$ cat src/rtl/rca_pkg.sv
// Shared types and defaults for the multi-precision add sequencer.
package rca_pkg;

    localparam int RCA_N_DEFAULT      = 4;
    localparam int RCA_CHUNKS_DEFAULT = 4;

    typedef enum logic [1:0] {
        IDLE = 2'd0,
        RUN  = 2'd1,
        DONE = 2'd2
    } rca_state_t;

    // Chunk index width; a single-chunk build still needs a 1-bit counter.
    function automatic int idx_width(input int chunks);
        return (chunks > 1) ? $clog2(chunks) : 1;
    endfunction

    localparam int RCA_IDX_W_DEFAULT = idx_width(RCA_CHUNKS_DEFAULT);

endpackage

$ cat src/rtl/rca_slice.sv
// N-bit combinational ripple-carry adder slice with carry-in and carry-out.
module rca_slice #(
    parameter int N = 4
) (
    input  logic [N-1:0] i_a,
    input  logic [N-1:0] i_b,
    input  logic         i_cin,
    output logic [N-1:0] o_sum,
    output logic         o_cout
);

    always_comb begin
        logic w_c;
        w_c   = i_cin;
        o_sum = '0;
        for (int i = 0; i < N; i++) begin
            o_sum[i] = i_a[i] ^ i_b[i] ^ w_c;
            w_c      = (i_a[i] & i_b[i]) | (w_c & (i_a[i] ^ i_b[i]));
        end
        o_cout = w_c;
    end

endmodule

$ cat src/rtl/rca_seq_ctrl.sv
// Multi-precision add sequencer: one shared N-bit slice walks CHUNKS chunks, LSB first.
// Define RCA_SEQ_SUB_EN to add the 'sub' port (a-b via inverted B and carry-in 1).
module rca_seq_ctrl
    import rca_pkg::*;
#(
    parameter int N      = RCA_N_DEFAULT,
    parameter int CHUNKS = RCA_CHUNKS_DEFAULT
) (
    input  logic                clk,
    input  logic                rst,
    input  logic                in_valid,
    output logic                in_ready,
    input  logic [N*CHUNKS-1:0] a,
    input  logic [N*CHUNKS-1:0] b,
`ifdef RCA_SEQ_SUB_EN
    input  logic                sub,
`endif
    output logic                out_valid,
    input  logic                out_ready,
    output logic [N*CHUNKS:0]   sum,
    output logic                busy
);

    localparam int W     = N * CHUNKS;
    localparam int IDX_W = idx_width(CHUNKS);
    localparam logic [IDX_W-1:0] LAST_IDX = IDX_W'(CHUNKS - 1);

    rca_state_t       r_state;
    rca_state_t       w_state_next;
    logic             w_accept;
    logic [W-1:0]     r_a;
    logic [W-1:0]     r_b;
    logic [W:0]       r_sum;
    logic             r_carry;
    logic [IDX_W-1:0] r_idx;
    logic [N-1:0]     w_a_sel;
    logic [N-1:0]     w_b_sel;
    logic [N-1:0]     w_b_op;
    logic [N-1:0]     w_slice_sum;
    logic             w_slice_cout;
    logic             w_carry_init;

`ifdef RCA_SEQ_SUB_EN
    logic r_sub;
    assign w_b_op       = w_b_sel ^ {N{r_sub}};
    assign w_carry_init = sub;
`else
    assign w_b_op       = w_b_sel;
    assign w_carry_init = 1'b0;
`endif

    always_ff @(posedge clk or posedge rst) begin
        if (rst) begin
            r_state <= IDLE;
        end else begin
            r_state <= w_state_next;
        end
    end

    // in_ready only rises once DONE has been left, so the two never overlap.
    always_comb begin
        w_state_next = r_state;
        w_accept     = 1'b0;
        in_ready     = 1'b0;
        out_valid    = 1'b0;
        busy         = 1'b0;
        case (r_state)
            IDLE: begin
                in_ready = 1'b1;
                if (in_valid) begin
                    w_accept     = 1'b1;
                    w_state_next = RUN;
                end
            end
            RUN: begin
                busy = 1'b1;
                if (r_idx == LAST_IDX) begin
                    w_state_next = DONE;
                end
            end
            DONE: begin
                busy      = 1'b1;
                out_valid = 1'b1;
                if (out_ready) begin
                    w_state_next = IDLE;
                end
            end
            default: w_state_next = IDLE;
        endcase
    end

    always_comb begin
        w_a_sel = '0;
        w_b_sel = '0;
        for (int i = 0; i < CHUNKS; i++) begin
            if (int'(r_idx) == i) begin
                w_a_sel = r_a[i*N +: N];
                w_b_sel = r_b[i*N +: N];
            end
        end
    end

    rca_slice #(
        .N(N)
    ) u_slice (
        .i_a    (w_a_sel),
        .i_b    (w_b_op),
        .i_cin  (r_carry),
        .o_sum  (w_slice_sum),
        .o_cout (w_slice_cout)
    );

    always_ff @(posedge clk or posedge rst) begin
        if (rst) begin
            r_a     <= '0;
            r_b     <= '0;
            r_sum   <= '0;
            r_carry <= 1'b0;
            r_idx   <= '0;
`ifdef RCA_SEQ_SUB_EN
            r_sub   <= 1'b0;
`endif
        end else if (w_accept) begin
            r_a     <= a;
            r_b     <= b;
            r_idx   <= '0;
            r_carry <= w_carry_init;
`ifdef RCA_SEQ_SUB_EN
            r_sub   <= sub;
`endif
        end else if (r_state == RUN) begin
            for (int i = 0; i < CHUNKS; i++) begin
                if (int'(r_idx) == i) begin
                    r_sum[i*N +: N] <= w_slice_sum;
                end
            end
            r_carry <= w_slice_cout;
            if (r_idx == LAST_IDX) begin
                r_sum[W] <= w_slice_cout;
                r_idx    <= '0;
            end else begin
                r_idx <= r_idx + 1'b1;
            end
        end
    end

    assign sum = r_sum;

endmodule

$ cat config.mk
export PLATFORM = sky130hd
export DESIGN_NAME = rca_seq_ctrl
export DESIGN_NICKNAME = d
export VERILOG_FILES = /design/src/rtl/rca_pkg.sv /design/src/rtl/rca_slice.sv /design/src/rtl/rca_seq_ctrl.sv
export SDC_FILE = /design/constraint.sdc
export NUM_CORES = 1
export LEC_CHECK = 0
export BUFFER_PORTS_ARGS = -buffer_cell sky130_fd_sc_hd__clkbuf_2
export CORE_ASPECT_RATIO = 2
export CORE_MARGIN = 2
export CORE_UTILIZATION = 35
export CTS_BUF_LIST = sky130_fd_sc_hd__clkbuf_4
export CTS_CLUSTER_DIAMETER = 60
export DETAILED_ROUTE_END_ITERATION = 10
export GPL_TIMING_DRIVEN = 0
export HOLD_SLACK_MARGIN = 0.12
export PLACE_DENSITY = 0.54
export RECOVER_POWER = 25
export SLEW_MARGIN = 20
export SYNTH_ARGS = -nofsm -noshare
export SYNTH_HDL_FRONTEND = slang
export SYNTH_HIERARCHICAL = 1
export SYNTH_SLANG_ARGS = --single-unit
$ cat constraint.sdc
create_clock -name clk -period 4.1 [get_ports clk]
set_input_delay 0.205 -clock clk [delete_from_list [all_inputs] [get_ports clk]]
set_output_delay 0.205 -clock clk [all_outputs]
set_load 0.01 [all_outputs]
==> impl_metrics.py, run 1 <==
metrics = {
    "timing": {
        "hold_violations": 0,
        "grt_setup_unrepaired": "no",
        "fin_crit_ps": 3620,
        "whs_ps": 242,
        "fin_ws_ps": 475,
        "tightestPinTransition_ps": 2340,
        "final.period_utilization": 0.884,
        "tns_ps": 0,
        "slew_headroom": -0.571,
        "setup_viol": 0,
        "drv_slew": 55,
        "max_freq_mhz": 276,
        "finalClockSkew_ps": 11.3,
    },
    "die": {
        "core_um2": 6990,
        "floorplan.initialDensity": 0.362,
        "die_area_um2": 7970,
        "rows": 43,
        "die_w_um": 64.1,
        "die_h_um": 124,
        "ios": 56,
    },
    "setup_path": {
        "critPathSlowestCell": "fa_1",
        "critPathLaunch": "r_idx[0]$_DFFE_PP0P_",
        "cp_max_fo": 10,
        "cp_num_buf_inv": 6,
        "path_delay_family": "adder cells",
        "regToRegEndpoint": "sum[15]$_DFFE_PP0P_",
        "crit_type": "reg2reg",
        "max_stage_delay_ps": 470,
        "cp_data_required_time_ps": 4400,
        "cp_common_cell": "inv_1",
        "crit_chain": "inv_1 -> ha_1 -> clkbuf_1 -> a221oi_1 -> o31ai_1 -> fa_1 -> inv_1 -> fa_1 -> inv_1 -> fa_1 -> inv_1 -> fa_1 -> inv_1 -> mux2_2",
        "start_kind": "register",
        "reg2reg_from": "r_idx[0]$_DFFE_PP0P_",
        "r2r_cells": 14,
        "arrival_ps": 3930,
        "r2r_setup_slack_ps": 480,
        "worst_setup_path_end_kind": "register",
    },
    "clock_tree": {
        "clock-sinks": 54,
        "htree_levels": 2,
        "numCtsBuffers": 5,
        "clkTransAtPathRegs_ps": 160,
        "cts_tree": "built",
        "clockRootBuffer": "clkbuf_4",
        "clock_latency_ps": 390,
        "clk_path_buf_depth": 2,
    },
    "min_path": {
        "min_path_cells": 4,
        "hp-start": "out_ready",
        "min_to": "r_state[1]$_DFFE_PP0P_",
        "hp-class": "in2reg",
    },
    "final_layout": {
        "fillers": 706,
        "utilization": 0.474,
        "fin_nets": 343,
        "design_area_um2": 3320,
        "drive_gt1_frac": 0.395,
        "areaGrowthSynthToFinish_pct": 30.9,
        "diodes": 0,
    },
    "logic_synthesis": {
        "syn_nets": 247,
        "synth_edf_count": 0,
        "syn_area_um2": 2530,
        "syn-instance-count": 199,
        "yosysUniqueCellTypes": 21,
        "syn_area_per_cell_um2": 12.7,
        "async_flop_share": 1.00,
        "yosysSeqAreaShare": 0.534,
        "synth-seq-cells": 54,
        "ys.flop_type": "dfrtp_1",
        "yosysWarnings": 6,
    },
    "grt": {
        "grtUsageMet1": 0.157,
        "grtUsageMet3": 0.0262,
        "grt_use_total": 0.153,
        "overflow": 0,
        "grt_max_degree": 55,
        "grt_pass1_wl_um": 9330,
        "top_usage_layer": "met2",
        "antenna_found_initial": 0,
        "met2_usage": 0.293,
        "grt_pass1_vias": 1907,
    },
    "placed_design": {
        "gp_congestion": 0.764,
        "place_ws_ps": 453,
        "hpwl_um": 4120,
        "portBuffers": 55,
        "placed_area_um2": 2920,
    },
    "detailed_routing": {
        "first_pass_iters": 4,
        "wl_um": 5610,
        "post_drt_wl_per_cell_um": 14.5,
        "via_per_inst": 4.73,
        "vias": 1824,
        "dr.first_iter.drc_count": 37,
        "drc": 0,
        "ant_nets": 0,
    },
    "outcome": {
        "outcome": "complete, but fails checks",
        "violations": "max-capacitance violations, max-slew violations",
    },
    "power_and_ir_drop": {
        "p_per_area_nw_per_um2": 739,
        "p_int_uw": 1470,
        "clkPwrFrac": 0.097,
        "p_leak_uw": 0.00158,
        "swShare": 0.399,
        "p_sw_uw": 979,
        "pwr-share-seq": 0.387,
        "peakVddDrop_mv": 0.308,
        "pwr-share-comb": 0.517,
    },
    "flow_run": {
        "maxCapViolations": 1,
    },
}
flip-flops by register name, indices dropped and copies added (netlist names):
| register | cells |
|---|---|
| r_a | 16 |
| sum | 17 |
| r_idx | 2 |
| r_state | 2 |
| r_b | 16 |
| r_carry | 1 |
per-stage QoR:
step	std cells	power [uW]
floorplan	199	1820
global placement	344	2200
detailed placement	344	2240
CTS	386	2490
global route	386	2680
finish	386	2450
what timing repair did:
item                       4_1_cts  5_1_grt
setup endpoints to repair        0        0
hold endpoints to repair        89        0
hold buffers                    34        0
buffers inserted                 0        0
resized for setup                0        0
layout make-up:
type	instances	area, um^2	share of cell area
clock inverter	3	16.3	0.00491
tap	90	113	0.0340
sequential	54	1350	0.408
inverter	23	87.6	0.0264
timing repair buffer	89	616	0.186
clock buffer	5	37.5	0.0113
multi-input combinational	114	1060	0.320
buffer	8	35.0	0.0106
cell families after synthesis:
| kind of cell | after synthesis | share of synthesized area |
|---|---|---|
| compound gates | 29 | 0.0751 |
| fa+ha+maj | 12 | 0.0711 |
| buf+inv | 31 | 0.0479 |
| flops | 54 | 0.534 |
| mux | 53 | 0.234 |
| simple gates | 20 | 0.0380 |
worst max-delay path by stage:
stage,end,slack [ps],cells past startpoint
after floorplan,sum[11]$_DFFE_PP0P_,960,14
after global placement,sum[11]$_DFFE_PP0P_,490,14
after detailed placement,sum[15]$_DFFE_PP0P_,450,14
after CTS,sum[15]$_DFFE_PP0P_,440,14
after global routing,sum[15]$_DFFE_PP0P_,90,14
final,sum[15]$_DFFE_PP0P_,480,14
tightest hold or removal path: stages:
cell and delay [ps]:
clkbuf_2 80, inv_1 60, a222oi_1 120, mux2i_1 140
routing by layer:
metal	wire, um	up-vias	share of wire
met3	163	9	0.029
met5	0	-	0
met2	3220	37	0.57
li1	-	872	-
met1	2110	906	0.38
met4	125	0	0.022
power groups by stage:
stage | Sequential (uW) | Clock, uW | Combinational, uW
3_5_place_dp | 965 | 0 | 1270
2_1_floorplan | 951 | 0 | 867
4_1_cts | 950 | 245 | 1300
6_report | 948 | 237 | 1270
3_3_place_gp | 957 | 0 | 1240
5_1_grt | 979 | 263 | 1440
synth_stat cells, types with 3 or more instances:
cell      count  area [um^2]
dfrtp_1      54         1350
inv_1        22         82.6
fa_1          4         80.1
a221oi_1      4         35.0
ha_1          8          100
a21oi_1      12         60.1
nand3_1       4         20.0
nor2b_1       5         31.3
mux2_2       49          552
nand2_1      10         37.5
o31ai_1       4         30.0
o21ai_0       4         20.0
a22o_1        4         35.0
clkbuf_1      3         11.3
buf_2         4         20.0
mux2i_1       3         30.0
placed cells by master, fill, tap and decap left out, types with 5 or more instances in the layout:
| cell | netlist | routed |
|---|---|---|
| dlygate4sd3_1 | 0 | 34 |
| dfrtp_1 | 54 | 54 |
| nor2b_1 | 5 | 5 |
| ha_1 | 8 | 8 |
| clkbuf_4 | 0 | 5 |
| clkbuf_2 | 0 | 55 |
| mux2_2 | 49 | 49 |
| nand2_1 | 10 | 10 |
| inv_1 | 22 | 21 |
| a21oi_1 | 12 | 12 |
No activity file was read; power rests on OpenSTA's default activity.
==> run 2, diff against run 1 <==
--- a/config.mk
+++ b/config.mk
@@ -14,8 +14,9 @@
 export DETAILED_ROUTE_END_ITERATION = 10
 export GPL_TIMING_DRIVEN = 0
 export HOLD_SLACK_MARGIN = 0.12
-export PLACE_DENSITY = 0.54
+export PLACE_DENSITY = 0.56
 export RECOVER_POWER = 25
+export REMOVE_ABC_BUFFERS = 1
 export SLEW_MARGIN = 20
 export SYNTH_ARGS = -nofsm -noshare
 export SYNTH_HDL_FRONTEND = slang
==> constraint.sdc (replaced) <==
create_clock -name clk -period 3.3 [get_ports clk]
set_input_delay 0.165 -clock clk [delete_from_list [all_inputs] [get_ports clk]]
set_output_delay 0.165 -clock clk [all_outputs]
set_load 0.01 [all_outputs]
==> run 2 against run 1 <==
- the flow still finishes with violations (max-capacitance violations, max-slew violations)
- highest routed layer unchanged
- die area unchanged
- worst hold slack worse by 47 ps
- clock skew up 1.5 ps
- sequential power up 23%
- sequential share of layout area down 0.95 points
- non-clock buffer count down 3
- worst setup slack worse by 350 ps
- global-route usage down 0.89 points
- clock power up 23%
- first-iteration DRC count up 46%
==> impl_metrics.py, run 2 (synthesized netlist as in run 1, its figures left out) <==
metrics = {
    "min_path": {
        "min_path_cells": 4,
        "hp-start": "out_ready",
        "min_to": "r_state[1]$_DFFE_PP0P_",
        "hp-class": "in2reg",
    },
    "detailed_routing": {
        "wl_um": 5420,
        "vias": 1831,
        "first_pass_iters": 4,
        "dr.first_iter.drc_count": 54,
        "post_drt_wl_per_cell_um": 14.2,
        "ant_nets": 0,
        "via_per_inst": 4.78,
        "drc": 0,
    },
    "timing": {
        "slew_headroom": -0.331,
        "tightestPinTransition_ps": 1990,
        "finalClockSkew_ps": 12.9,
        "setup_viol": 0,
        "hold_violations": 0,
        "max_freq_mhz": 315,
        "tns_ps": 0,
        "final.period_utilization": 0.961,
        "fin_ws_ps": 129,
        "fin_crit_ps": 3170,
        "drv_slew": 55,
    },
    "die": {
        "die_area_um2": 7970,
        "die_h_um": 124,
        "ios": 56,
        "rows": 43,
        "core_um2": 6990,
        "die_w_um": 64.1,
        "floorplan.initialDensity": 0.362,
    },
    "placed_design": {
        "portBuffers": 55,
        "place_ws_ps": -393,
        "gp_congestion": 0.689,
        "hpwl_um": 3680,
    },
    "outcome": {
        "violations": "max-capacitance violations, max-slew violations",
        "outcome": "complete, but fails checks",
    },
    "power_and_ir_drop": {
        "pwr-share-seq": 0.370,
        "peakVddDrop_mv": 0.441,
        "p_per_area_nw_per_um2": 930,
        "p_leak_uw": 0.00159,
        "p_sw_uw": 1230,
        "swShare": 0.390,
        "p_int_uw": 1930,
        "clkPwrFrac": 0.092,
        "pwr-share-comb": 0.538,
    },
    "final_layout": {
        "fin_nets": 340,
        "areaGrowthSynthToFinish_pct": 34.2,
        "mostFrequentLayoutCells": "55 x clkbuf_2, 53 x dfrtp_1, 49 x mux2_2",
        "final_common_cell": "clkbuf_2",
        "drive_gt1_frac": 0.455,
        "largest_reg_flops": 17,
        "utilization": 0.486,
    },
    "clock_tree": {
        "clock_latency_ps": 390,
        "numCtsBuffers": 5,
        "clockRootBuffer": "clkbuf_4",
        "clkTransAtPathRegs_ps": 150,
        "clk_path_buf_depth": 2,
        "htree_levels": 2,
        "cts_tree": "built",
        "clock-sinks": 54,
    },
    "setup_path": {
        "reg2reg_from": "r_idx[0]$_DFFE_PP0P_",
        "critPathLaunch": "r_idx[0]$_DFFE_PP0P_",
        "cp_data_required_time_ps": 3590,
        "worst_setup_path_end_kind": "register",
        "arrival_ps": 3470,
        "crit_type": "reg2reg",
        "cp_max_fo": 7,
        "start_kind": "register",
        "regToRegEndpoint": "sum[3]$_DFFE_PP0P_",
        "r2r_setup_slack_ps": 130,
        "r2r_cells": 14,
    },
    "grt": {
        "grt_use_total": 0.144,
        "grt_pass1_wl_um": 8840,
        "grt_pass1_vias": 1811,
        "antenna_found_initial": 1,
        "overflow": 0,
        "grt_max_degree": 55,
    },
    "flow_run": {
        "maxCapViolations": 1,
    },
}
## run 2: cell count changes in the layout (fill, tap and decap cells not counted), sizes merged
cell,delta
clkbuf,-3
clkinv,-2
diode,+1
inv,+1
## run 2: what timing repair did
action,CTS,global route
hold buffers,34,0
endpoints found under the hold margin,89,0
setup buffers,3,2
resized for setup,12,8
setup endpoints to repair,10,4
pin swaps,0,3
## run 2: how the worst max path moves through the flow
stage	end	slack, ps	depth (start not counted)
global placement	sum[11]$_DFFE_PP0P_	-360	14
global route	sum[7]$_DFFE_PP0P_	-40	14
floorplan	sum[11]$_DFFE_PP0P_	170	13
CTS	sum[11]$_DFFE_PP0P_	10	14
detailed placement	sum[3]$_DFFE_PP0P_	-390	14
finish	sum[3]$_DFFE_PP0P_	130	14
## run 2: cell type report
| cell class | count | area, um^2 |
|---|---|---|
| diodes | 1 | 2.50 |
| clock buffers | 5 | 37.5 |
| clock inverters | 2 | 15.0 |
| fillers | 681 | 3600 |
| inverters | 23 | 86.3 |
| multi-input cells | 114 | 1140 |
| flip-flops and latches | 54 | 1350 |
| well taps | 90 | 113 |
| repair buffers | 94 | 653 |
## run 2: worst max-delay path, stage by stage (launching register included)
cell and delay, ps:
dfrtp_2 480, buf_4 160, ha_4 190, nor2b_4 180
a221oi_2 80, o31ai_2 250, fa_2 240, inv_1 50
fa_2 330, inv_2 60, fa_2 200, inv_1 50
fa_1 500, inv_2 60, mux2_2 250
## run 2: through the flow
stage	cells	total power (uW)	cell area (um^2)	hold slack, ps
2_1_floorplan	191	2250	2500	255
3_3_place_gp	336	2690	2890	399
3_5_place_dp	336	2720	2890	314
4_1_cts	380	3130	3360	185
5_1_grt	383	3430	3400	176
6_report	383	3160	3400	196
## run 2: power by group through the flow
stage               Clock (uW)  Combinational, uW  Sequential (uW)
floorplan                    0               1070             1180
global placement             0               1520             1170
detailed placement           0               1540             1190
CTS                        308               1650             1170
global route               334               1900             1200
finish                     291               1700             1170
## run 2: per-layer routing
layer	GRT usage	share of wire
met1	0.160	0.38
met4	0.0638	0.021
met5	0	0
met2	0.262	0.56
met3	0.0244	0.034
==> run 3, diff against run 2 <==
--- a/config.mk
+++ b/config.mk
@@ -7,7 +7,6 @@
 export LEC_CHECK = 0
 export BUFFER_PORTS_ARGS = -buffer_cell sky130_fd_sc_hd__clkbuf_2
 export CORE_ASPECT_RATIO = 2
-export CORE_MARGIN = 2
 export CORE_UTILIZATION = 35
 export CTS_BUF_LIST = sky130_fd_sc_hd__clkbuf_4
 export CTS_CLUSTER_DIAMETER = 60
==> run 3 against run 2 <==
- the flow still finishes with violations (max-capacitance violations, max-slew violations)
- power rose by 0.60%
- cell area rose by 1.3%
- cell count rose by 1.3%
- critical path depth did not move
- sequential power barely moved
- clock skew rose by 5.1 ps
- largest cell class unchanged
==> impl_metrics.py, run 3 (synthesized netlist as in run 1, its figures left out) <==
metrics = {
    "timing": {
        "grt_setup_unrepaired": "no",
        "fin_crit_ps": 3160,
        "slew_headroom": -0.367,
        "tns_ps": 0,
        "finalClockSkew_ps": 18.0,
        "tightestPinTransition_ps": 2050,
        "max_freq_mhz": 317,
        "final.period_utilization": 0.956,
        "setup_viol": 0,
        "hold_violations": 0,
        "drv_slew": 55,
    },
    "die": {
        "die_h_um": 122,
        "ios": 56,
        "floorplan.initialDensity": 0.365,
        "die_area_um2": 7600,
        "die_w_um": 62.1,
        "rows": 43,
        "core_um2": 6940,
    },
    "outcome": {
        "outcome": "complete, but fails checks",
        "violations": "max-capacitance violations, max-slew violations",
    },
    "placed_design": {
        "portBuffers": 55,
        "gp_congestion": 0.737,
        "placed_area_um2": 2920,
        "hpwl_um": 3740,
    },
    "final_layout": {
        "utilization": 0.496,
        "final_common_cell": "clkbuf_2",
        "areaGrowthSynthToFinish_pct": 36.0,
        "mostFrequentLayoutCells": "55 x clkbuf_2, 52 x dfrtp_1, 49 x mux2_2",
        "design_area_um2": 3440,
        "drive_gt1_frac": 0.458,
        "fin_nets": 344,
        "largest_reg_flops": 17,
    },
    "setup_path": {
        "arrival_ps": 3450,
        "reg2reg_from": "r_idx[0]$_DFFE_PP0P_",
        "cp_num_buf_inv": 5,
        "critPathLaunch": "r_idx[0]$_DFFE_PP0P_",
        "critPathSlowestCell": "fa_1",
        "r2r_setup_slack_ps": 140,
        "start_kind": "register",
        "crit_chain": "buf_4 -> ha_4 -> nor2b_4 -> a221oi_2 -> o31ai_2 -> fa_2 -> inv_1 -> fa_1 -> inv_1 -> fa_2 -> inv_1 -> fa_1 -> inv_2 -> mux2_2",
        "max_stage_delay_ps": 500,
        "cp_max_fo": 7,
        "cp_common_cell": "inv_1",
        "crit_type": "reg2reg",
        "worst_setup_path_end_kind": "register",
        "path_delay_family": "adder cells",
        "cp_data_required_time_ps": 3600,
    },
    "power_and_ir_drop": {
        "p_int_uw": 1960,
        "p_sw_uw": 1220,
        "peakVddDrop_mv": 0.438,
        "swShare": 0.384,
        "clkPwrFrac": 0.094,
        "p_total_uw": 3180,
        "p_leak_uw": 0.00162,
        "pwr-share-comb": 0.539,
        "p_per_area_nw_per_um2": 923,
        "pwr-share-seq": 0.367,
    },
    "clock_tree": {
        "htree_levels": 2,
        "clockRootBuffer": "clkbuf_4",
        "clk_path_buf_depth": 2,
        "clock-sinks": 54,
        "cts_tree": "built",
        "numCtsBuffers": 5,
        "clock_latency_ps": 390,
        "clkTransAtPathRegs_ps": 160,
    },
    "grt": {
        "grt_use_total": 0.159,
        "antenna_found_initial": 1,
        "overflow": 0,
        "grt_pass1_vias": 1894,
        "grt_max_degree": 55,
        "grt_pass1_wl_um": 9110,
    },
    "min_path": {
        "hp-class": "in2reg",
        "hp-start": "out_ready",
    },
    "detailed_routing": {
        "via_per_inst": 4.70,
        "drc": 0,
        "ant_nets": 0,
        "dr.first_iter.drc_count": 32,
        "post_drt_wl_per_cell_um": 14.1,
        "vias": 1824,
        "wl_um": 5490,
        "first_pass_iters": 6,
    },
    "flow_run": {
        "maxCapViolations": 1,
    },
}
-- run 3: final cells by class --
class	count	area, um^2
inverters	23	86.3
fillers	647	3500
diodes	1	2.50
multi-input cells	114	1130
well taps	90	113
repair buffers	98	703
clock buffers	5	37.5
clock inverters	3	21.3
flip-flops and latches	54	1350
-- run 3: worst reg2reg max path: cells and delay by family (launching register included) --
family                   cells  cell delay [ps]
AO/OA/AOI/OAI                2              340
adder cells (fa/ha/maj)      5             1470
buffers and inverters        5              360
flip-flops                   1              470
multiplexers                 1              250
AND/OR/NAND/NOR              1              180
-- run 3: worst paths after layout --
kind                                     endpoint  cells after the start
max in group asynchronous    r_idx[0]$_DFFE_PP0P_                      3
setup / recovery               sum[7]$_DFFE_PP0P_                     14
min in group asynchronous     sum[10]$_DFFE_PP0P_                      3
hold / removal             r_state[1]$_DFFE_PP0P_                      4
hold reg to reg               r_b[11]$_DFFE_PP0P_                      1
setup reg to reg               sum[7]$_DFFE_PP0P_                     14
-- run 3: metal layers --
metal | vias to the layer above | track usage | share of wire
met5 | - | 0 | 0
li1 | 880 | - | -
met3 | 6 | 0.0270 | 0.024
met4 | 0 | 0.0698 | 0.020
met2 | 33 | 0.304 | 0.56
met1 | 905 | 0.167 | 0.39
-- run 3: timing repair --
item / CTS / global route
buffers inserted: 2 / 6
pin swaps: 1 / 3
resized for setup: 13 / 5
hold endpoints to repair: 89 / 0
endpoints found under the setup margin: 10 / 4
hold buffers: 34 / 0
-- run 3: power by group through the flow --
stage | logic, uW | clock network (uW) | registers, uW
after global routing | 1940 | 338 | 1210
final | 1710 | 300 | 1170
after floorplan | 1070 | 0 | 1180
after global placement | 1520 | 0 | 1170
after detailed placement | 1560 | 0 | 1180
after CTS | 1670 | 322 | 1170
-- run 3: metrics by stage --
stage               std cells  hold WS (ps)  setup WS (ps)
global placement          336           400           -378
detailed placement        337           314           -413
global route              388           200          0.427
CTS                       381           162           19.7
floorplan                 191           255            171
finish                    388           183            145
